--- src/rtl/gray_pkg.sv ---
`default_nettype none
// ============================================================================
//  Module      : gray_pkg
//  Description : Shared types and constants for the Gray-code decoder family.
//  Revision    : 1.0 - initial release
// ============================================================================
package gray_pkg;

  // Code width used when the instantiating design does not override it
  localparam int DEFAULT_WIDTH = 4;

  // Decoder control states
  typedef enum logic [1:0] {
    IDLE   = 2'd0,
    DECODE = 2'd1,
    DONE   = 2'd2
  } state_t;

endpackage
`default_nettype wire

--- src/rtl/gray_step_check.sv ---
`default_nettype none
// ============================================================================
//  Module      : gray_step_check
//  Description : Flags two Gray codes that are not exactly one bit apart.
//                A repeated code (distance 0) is also reported.
//  Revision    : 1.0 - initial release
// ============================================================================
module gray_step_check
  import gray_pkg::*;
#(
  parameter int WIDTH = DEFAULT_WIDTH
) (
  input  logic [WIDTH-1:0] prev_code,
  input  logic [WIDTH-1:0] new_code,
  output logic             not_adjacent
);

  localparam int CNT_W = $clog2(WIDTH + 1);

  logic [WIDTH-1:0] diff;
  logic [CNT_W-1:0] ones;

  // Hamming distance between the two codes
  always_comb begin
    diff = prev_code ^ new_code;
    ones = '0;
    for (int i = 0; i < WIDTH; i++) begin
      ones = ones + CNT_W'(diff[i]);
    end
  end

  assign not_adjacent = (ones != CNT_W'(1));

endmodule
`default_nettype wire

--- src/rtl/gray_decoder.sv ---
`default_nettype none
// ============================================================================
//  Module      : gray_decoder
//  Description : Serial Gray-to-binary decoder with valid/ready handshakes.
//                Resolves one bit per clock, MSB first, and reports whether
//                each accepted code is a single-bit step from the previous one.
//  Revision    : 1.0 - initial release
// ============================================================================
module gray_decoder
  import gray_pkg::*;
#(
  parameter int WIDTH = DEFAULT_WIDTH
) (
  input  logic             clk,
  input  logic             rst_n,
  input  logic             in_valid,
  output logic             in_ready,
  input  logic [WIDTH-1:0] gray_in,
  output logic             out_valid,
  input  logic             out_ready,
  output logic [WIDTH-1:0] bin_out,
  output logic             step_err
);

  localparam int               IDX_W   = $clog2(WIDTH);
  localparam logic [IDX_W-1:0] IDX_MSB = IDX_W'(WIDTH - 1);

  state_t state;
  state_t next_state;

  // Transaction datapath
  logic [WIDTH-1:0] code;          // Gray word under decode
  logic [IDX_W-1:0] idx;           // bit being resolved this cycle
  logic [WIDTH-1:0] partial;       // bits resolved so far
  logic             carry;         // binary bit just above idx
  logic             resolved_bit;
  logic [WIDTH-1:0] partial_next;

  // Step tracking
  logic [WIDTH-1:0] prev_code;
  logic             first_code;
  logic             err_pending;
  logic             not_adjacent;

  logic accept;
  logic last_bit;

  assign accept   = (state == IDLE) && in_valid;
  assign last_bit = (state == DECODE) && (idx == '0);

  gray_step_check #(
    .WIDTH (WIDTH)
  ) u_step_check (
    .prev_code    (prev_code),
    .new_code     (gray_in),
    .not_adjacent (not_adjacent)
  );

  // State register; reset aborts any transaction in flight
  always_ff @(posedge clk or negedge rst_n) begin
    if (!rst_n) begin
      state <= IDLE;
    end else begin
      state <= next_state;
    end
  end

  // Next-state logic
  always_comb begin
    next_state = state;
    case (state)
      IDLE:    if (in_valid)     next_state = DECODE;
      DECODE:  if (idx == '0)    next_state = DONE;
      DONE:    if (out_ready)    next_state = IDLE;
      default:                   next_state = IDLE;
    endcase
  end

  // Handshake outputs are pure functions of the state
  always_comb begin
    in_ready  = 1'b0;
    out_valid = 1'b0;
    case (state)
      IDLE:    in_ready  = 1'b1;
      DONE:    out_valid = 1'b1;
      default: ;
    endcase
  end

  // Current bit: bin[i] = bin[i+1] ^ g[i], with the bit above the MSB taken as 0
  always_comb begin
    resolved_bit      = carry ^ code[idx];
    partial_next      = partial;
    partial_next[idx] = resolved_bit;
  end

  // Capture on acceptance, then walk the bit index down to 0
  always_ff @(posedge clk or negedge rst_n) begin
    if (!rst_n) begin
      code    <= '0;
      idx     <= '0;
      partial <= '0;
      carry   <= 1'b0;
    end else if (accept) begin
      code    <= gray_in;
      idx     <= IDX_MSB;
      partial <= '0;
      carry   <= 1'b0;
    end else if (state == DECODE) begin
      partial <= partial_next;
      carry   <= resolved_bit;
      if (idx != '0) begin
        idx <= idx - IDX_W'(1);
      end
    end
  end

  // Adjacency against the last accepted code; the first code is never flagged
  always_ff @(posedge clk or negedge rst_n) begin
    if (!rst_n) begin
      prev_code   <= '0;
      first_code  <= 1'b1;
      err_pending <= 1'b0;
    end else if (accept) begin
      prev_code   <= gray_in;
      first_code  <= 1'b0;
      err_pending <= first_code ? 1'b0 : not_adjacent;
    end
  end

  // Publish the result on the edge that resolves bit 0; it then holds until replaced
  always_ff @(posedge clk or negedge rst_n) begin
    if (!rst_n) begin
      bin_out  <= '0;
      step_err <= 1'b0;
    end else if (last_bit) begin
      bin_out  <= partial_next;
      step_err <= err_pending;
    end
  end

endmodule
`default_nettype wire

--- config.mk ---
export PLATFORM = sky130hd
export DESIGN_NAME = gray_decoder
export DESIGN_NICKNAME = d
export VERILOG_FILES = /design/src/rtl/gray_pkg.sv /design/src/rtl/gray_step_check.sv /design/src/rtl/gray_decoder.sv
export SDC_FILE = /design/constraint.sdc
export NUM_CORES = 1
export LEC_CHECK = 0
export ABC_AREA = 1
export ABC_CLOCK_PERIOD_IN_PS = 1900
export CORE_MARGIN = 2
export CORE_UTILIZATION = 42
export CTS_CLUSTER_SIZE = 40
export DETAILED_ROUTE_END_ITERATION = 10
export DONT_BUFFER_PORTS = 1
export GPL_ROUTABILITY_DRIVEN = 0
export SYNTH_ARGS = -nofsm -noshare
export SYNTH_HDL_FRONTEND = slang
export SYNTH_SLANG_ARGS = --single-unit
--- constraint.sdc ---
create_clock -name clk -period 1.9 [get_ports clk]
set_clock_uncertainty 0.05 [all_clocks]
set_input_delay 0.285 -clock clk [delete_from_list [all_inputs] [get_ports clk]]
set_output_delay 0.285 -clock clk [all_outputs]
set_load 0.03 [all_outputs]
==> metrics <==
Die Area=about 2900 um2; H-tree Lvls=1; Hold Vio Cnt, Final=0; Max-slew headroom=about two fifths; register area share after synthesis=between 40 and 50%; f_max=approximately 530 MHz; antenna cells=0; Leakage=0.5955 nW; Worst Max-Slew Pin Slew=between 800 and 900 ps; vias in the first global route=786; clock slew at reported path FFs=roughly 110 ps; Die Y=approximately 53 um; Multi-input gate area=around 530 um2; Crit path max-delay family=adder cells; WHS Endpoint=prev_code[0]; Netlist cell types=22; cell breakdown of the critical path=xor2_1 -> ha_1 -> fa_2 -> ha_4 -> nor3b_2 -> o22ai_1; Tmin final=between 1500 and 2000 ps; crit path capture type=flop; wirelength, routed=between 1.5 and 2 mm; post-route core utilization=between 50% and 60%; CORE AREA=2255 um2; Synth top area share=between 40 and 50%; Detail Route Antenna Nets=0; Worst Path Arrival=2030 ps; Root Buffer=clkbuf_4; dpl hpwl=approximately 1.4 mm; R2R setup slack=between 15 and 20 ps; r2r startpoint=prev_code[0]; CP max-delay cell=dfrtp_1; crit start category=flop; Initial Util=45.45%; flops & latches, synth=19; first-pass GRT wire length=about 3.5 mm; FF/Latch Area=~480 um2; max-cap viol count=0; I/O pin count=15; Synth Cell Area=around 1000 um2; Pre-Repair DR Iteration Count=4; largest area contributor in the netlist=dfrtp_1; clock sinks=19; HP Start=gray_in[0]; site row count=17; DR WL/cell=between 10 and 15 um; initial antenna violation count=0; synthesized instance count=about 110; NumNets Final=approximately 140; unrepaired setup endpoints after global routing=true; initial DRC count=20; post-route DRC violation count=0; final cell count without fillers=~150; # fillers=229; GRT Total Usage=17.46%; Critical Path RT=between 2000 and 2500 ps; Critical path buffers and inverters=0; kind of critical path=flop to flop; r2r endpoint=err_pending; die width=around 53 um; cts bufs inserted=3; Syn Nets=around 130; Max Root-Sink Buffers=2; CTS tree=yes; Skew-Pair Late Insertion Delay=300 ps; Worst R2R Path Depth=6; post-route clock period utilization=a little under 100%; Synth Area per Inst=around 9 um2; pwr dens=1965 nW/um2; Vias=719; WHS Path Cells=2; final setup vio count=0; Worst Path Max Fanout=2; # port buffers=0; largest net degree at the start of global routing=20; Worst VDD drop=between 1 and 1.5 mV; Worst Hold Class=input pin to flop; total congestion overflow=0; ratio of cells with drive above 1 in the final layout=roughly a quarter; Synth area leaders=dfrtp_1 (44%), nand2_1 (14%), ha_1 (7.3%); area delta synth->final=12.09%; Inst Count DP=between 100 and 150; crit-path max cell delay=~400 ps; vias per cell=4.858; outcome=finished clean; Synthesis Warnings=0; Slew Viols, Final=0
how the worst max path moves through the flow:
stage | from | end | slack [ps] | depth (start not counted)
detailed placement | prev_code[1] | err_pending | -80 | 6
global placement | prev_code[1] | err_pending | -2 | 6
CTS | prev_code[0] | err_pending | 10 | 6
floorplan | prev_code[1] | err_pending | 3 | 6
finish | prev_code[0] | err_pending | 20 | 6
global route | prev_code[0] | err_pending | -70 | 6
power by group:
part           internal, mW  switching, mW  leakage [nW]
Sequential            0.584          0.242         0.234
Clock                0.0817          0.127        0.0150
Combinational         0.511          0.711         0.347
Total                  1.18           1.08         0.595
kinds of logic (layout without fill, tap and decap cells):
logic type | count (synthesis) | count (layout) | synth area share, %
AND/OR/NAND/NOR | 64 | 64 | 33.09
adder cells (fa/ha/maj) | 7 | 7 | 9.279
AO/OA/AOI/OAI | 7 | 7 | 3.785
flip-flops | 19 | 19 | 46.52
buffers and inverters | 10 | 19 | 3.907
XOR/XNOR | 4 | 4 | 3.418
cells in the mapped netlist:
| library cell | count |
|---|---|
| a21oi_1 | 2 |
| dfrtp_1 | 18 |
| dfstp_2 | 1 |
| fa_1 | 1 |
| ha_1 | 6 |
| inv_1 | 6 |
| inv_2 | 3 |
| inv_4 | 1 |
| nand2_1 | 37 |
| nand2_2 | 3 |
| nand2_4 | 3 |
| nand3_1 | 6 |
| nand3_2 | 6 |
| nor2_1 | 2 |
| nor2_2 | 2 |
| nor2_4 | 1 |
| nor3b_1 | 1 |
| o21ai_1 | 3 |
| o22ai_1 | 1 |
| o31ai_1 | 1 |
| or2_2 | 3 |
| xor2_1 | 4 |
area by class of cell:
type                       instances  area share (%)
clock buffer                       4           2.288
sequential                        19           41.50
tap                               28           3.050
timing repair buffer               5           3.704
inverter                          10           3.486
multi-input combinational         82           45.97
sequential cells by signal, summed over array words and instances, names as in the netlist:
name / cells
err_pending: 1
idx: 2
step_err: 1
first_code: 1
prev_code: 4
bin_out: 4
partial: 3
state: 2
carry: 1
worst register-to-register path, delay by kind of cell, from the launching register on:
family,cells,cell delay [ps]
compound gates,1,80
xor+xnor,1,150
fa+ha+maj,3,940
flops,1,400
simple gates,1,160
layer usage:
| layer | track usage, % | wire [um] |
|---|---|---|
| met1 | 20.60 | 912 |
| met5 | 0 | 0 |
| met3 | 3.672 | 64 |
| met2 | 30.66 | 944 |
| met4 | 6.410 | 28 |
cells in the final DEF, fill, tap and decap left out, types with 2 or more instances in the layout:
cell	n
a21oi_1	2
nor2_2	2
nand2_2	3
nand3_2	6
dfrtp_1	18
ha_1	5
nor2_1	2
buf_4	3
xor2_1	4
nand2_4	3
nand2_1	37
inv_1	6
or2_2	3
inv_2	3
clkbuf_4	3
nand3_1	6
dlygate4sd3_1	2
o21ai_1	3
through the flow:
stage               TNS (ps)  cell area [um2]  total power [mW]  setup WS (ps)  hold WS (ps)
floorplan                  0             1032             1.714          2.671        -60.59
global placement      -2.409             1090             1.921         -2.409        -60.18
detailed placement    -83.63             1090             1.985         -83.63        -60.15
CTS                        0             1139             2.259          13.20         12.71
global route          -65.60             1149             2.493         -65.60         44.63
finish                     0             1149             2.257          15.70         39.87
repair_timing:
action	in CTS	in global routing
pin swaps	4	0
hold buffers	1	1
setup buffers	0	0
endpoints found under the hold margin	19	1
endpoints found under the setup margin	1	1
gates resized for setup	1	0
Power figures use the tool's default switching activity.
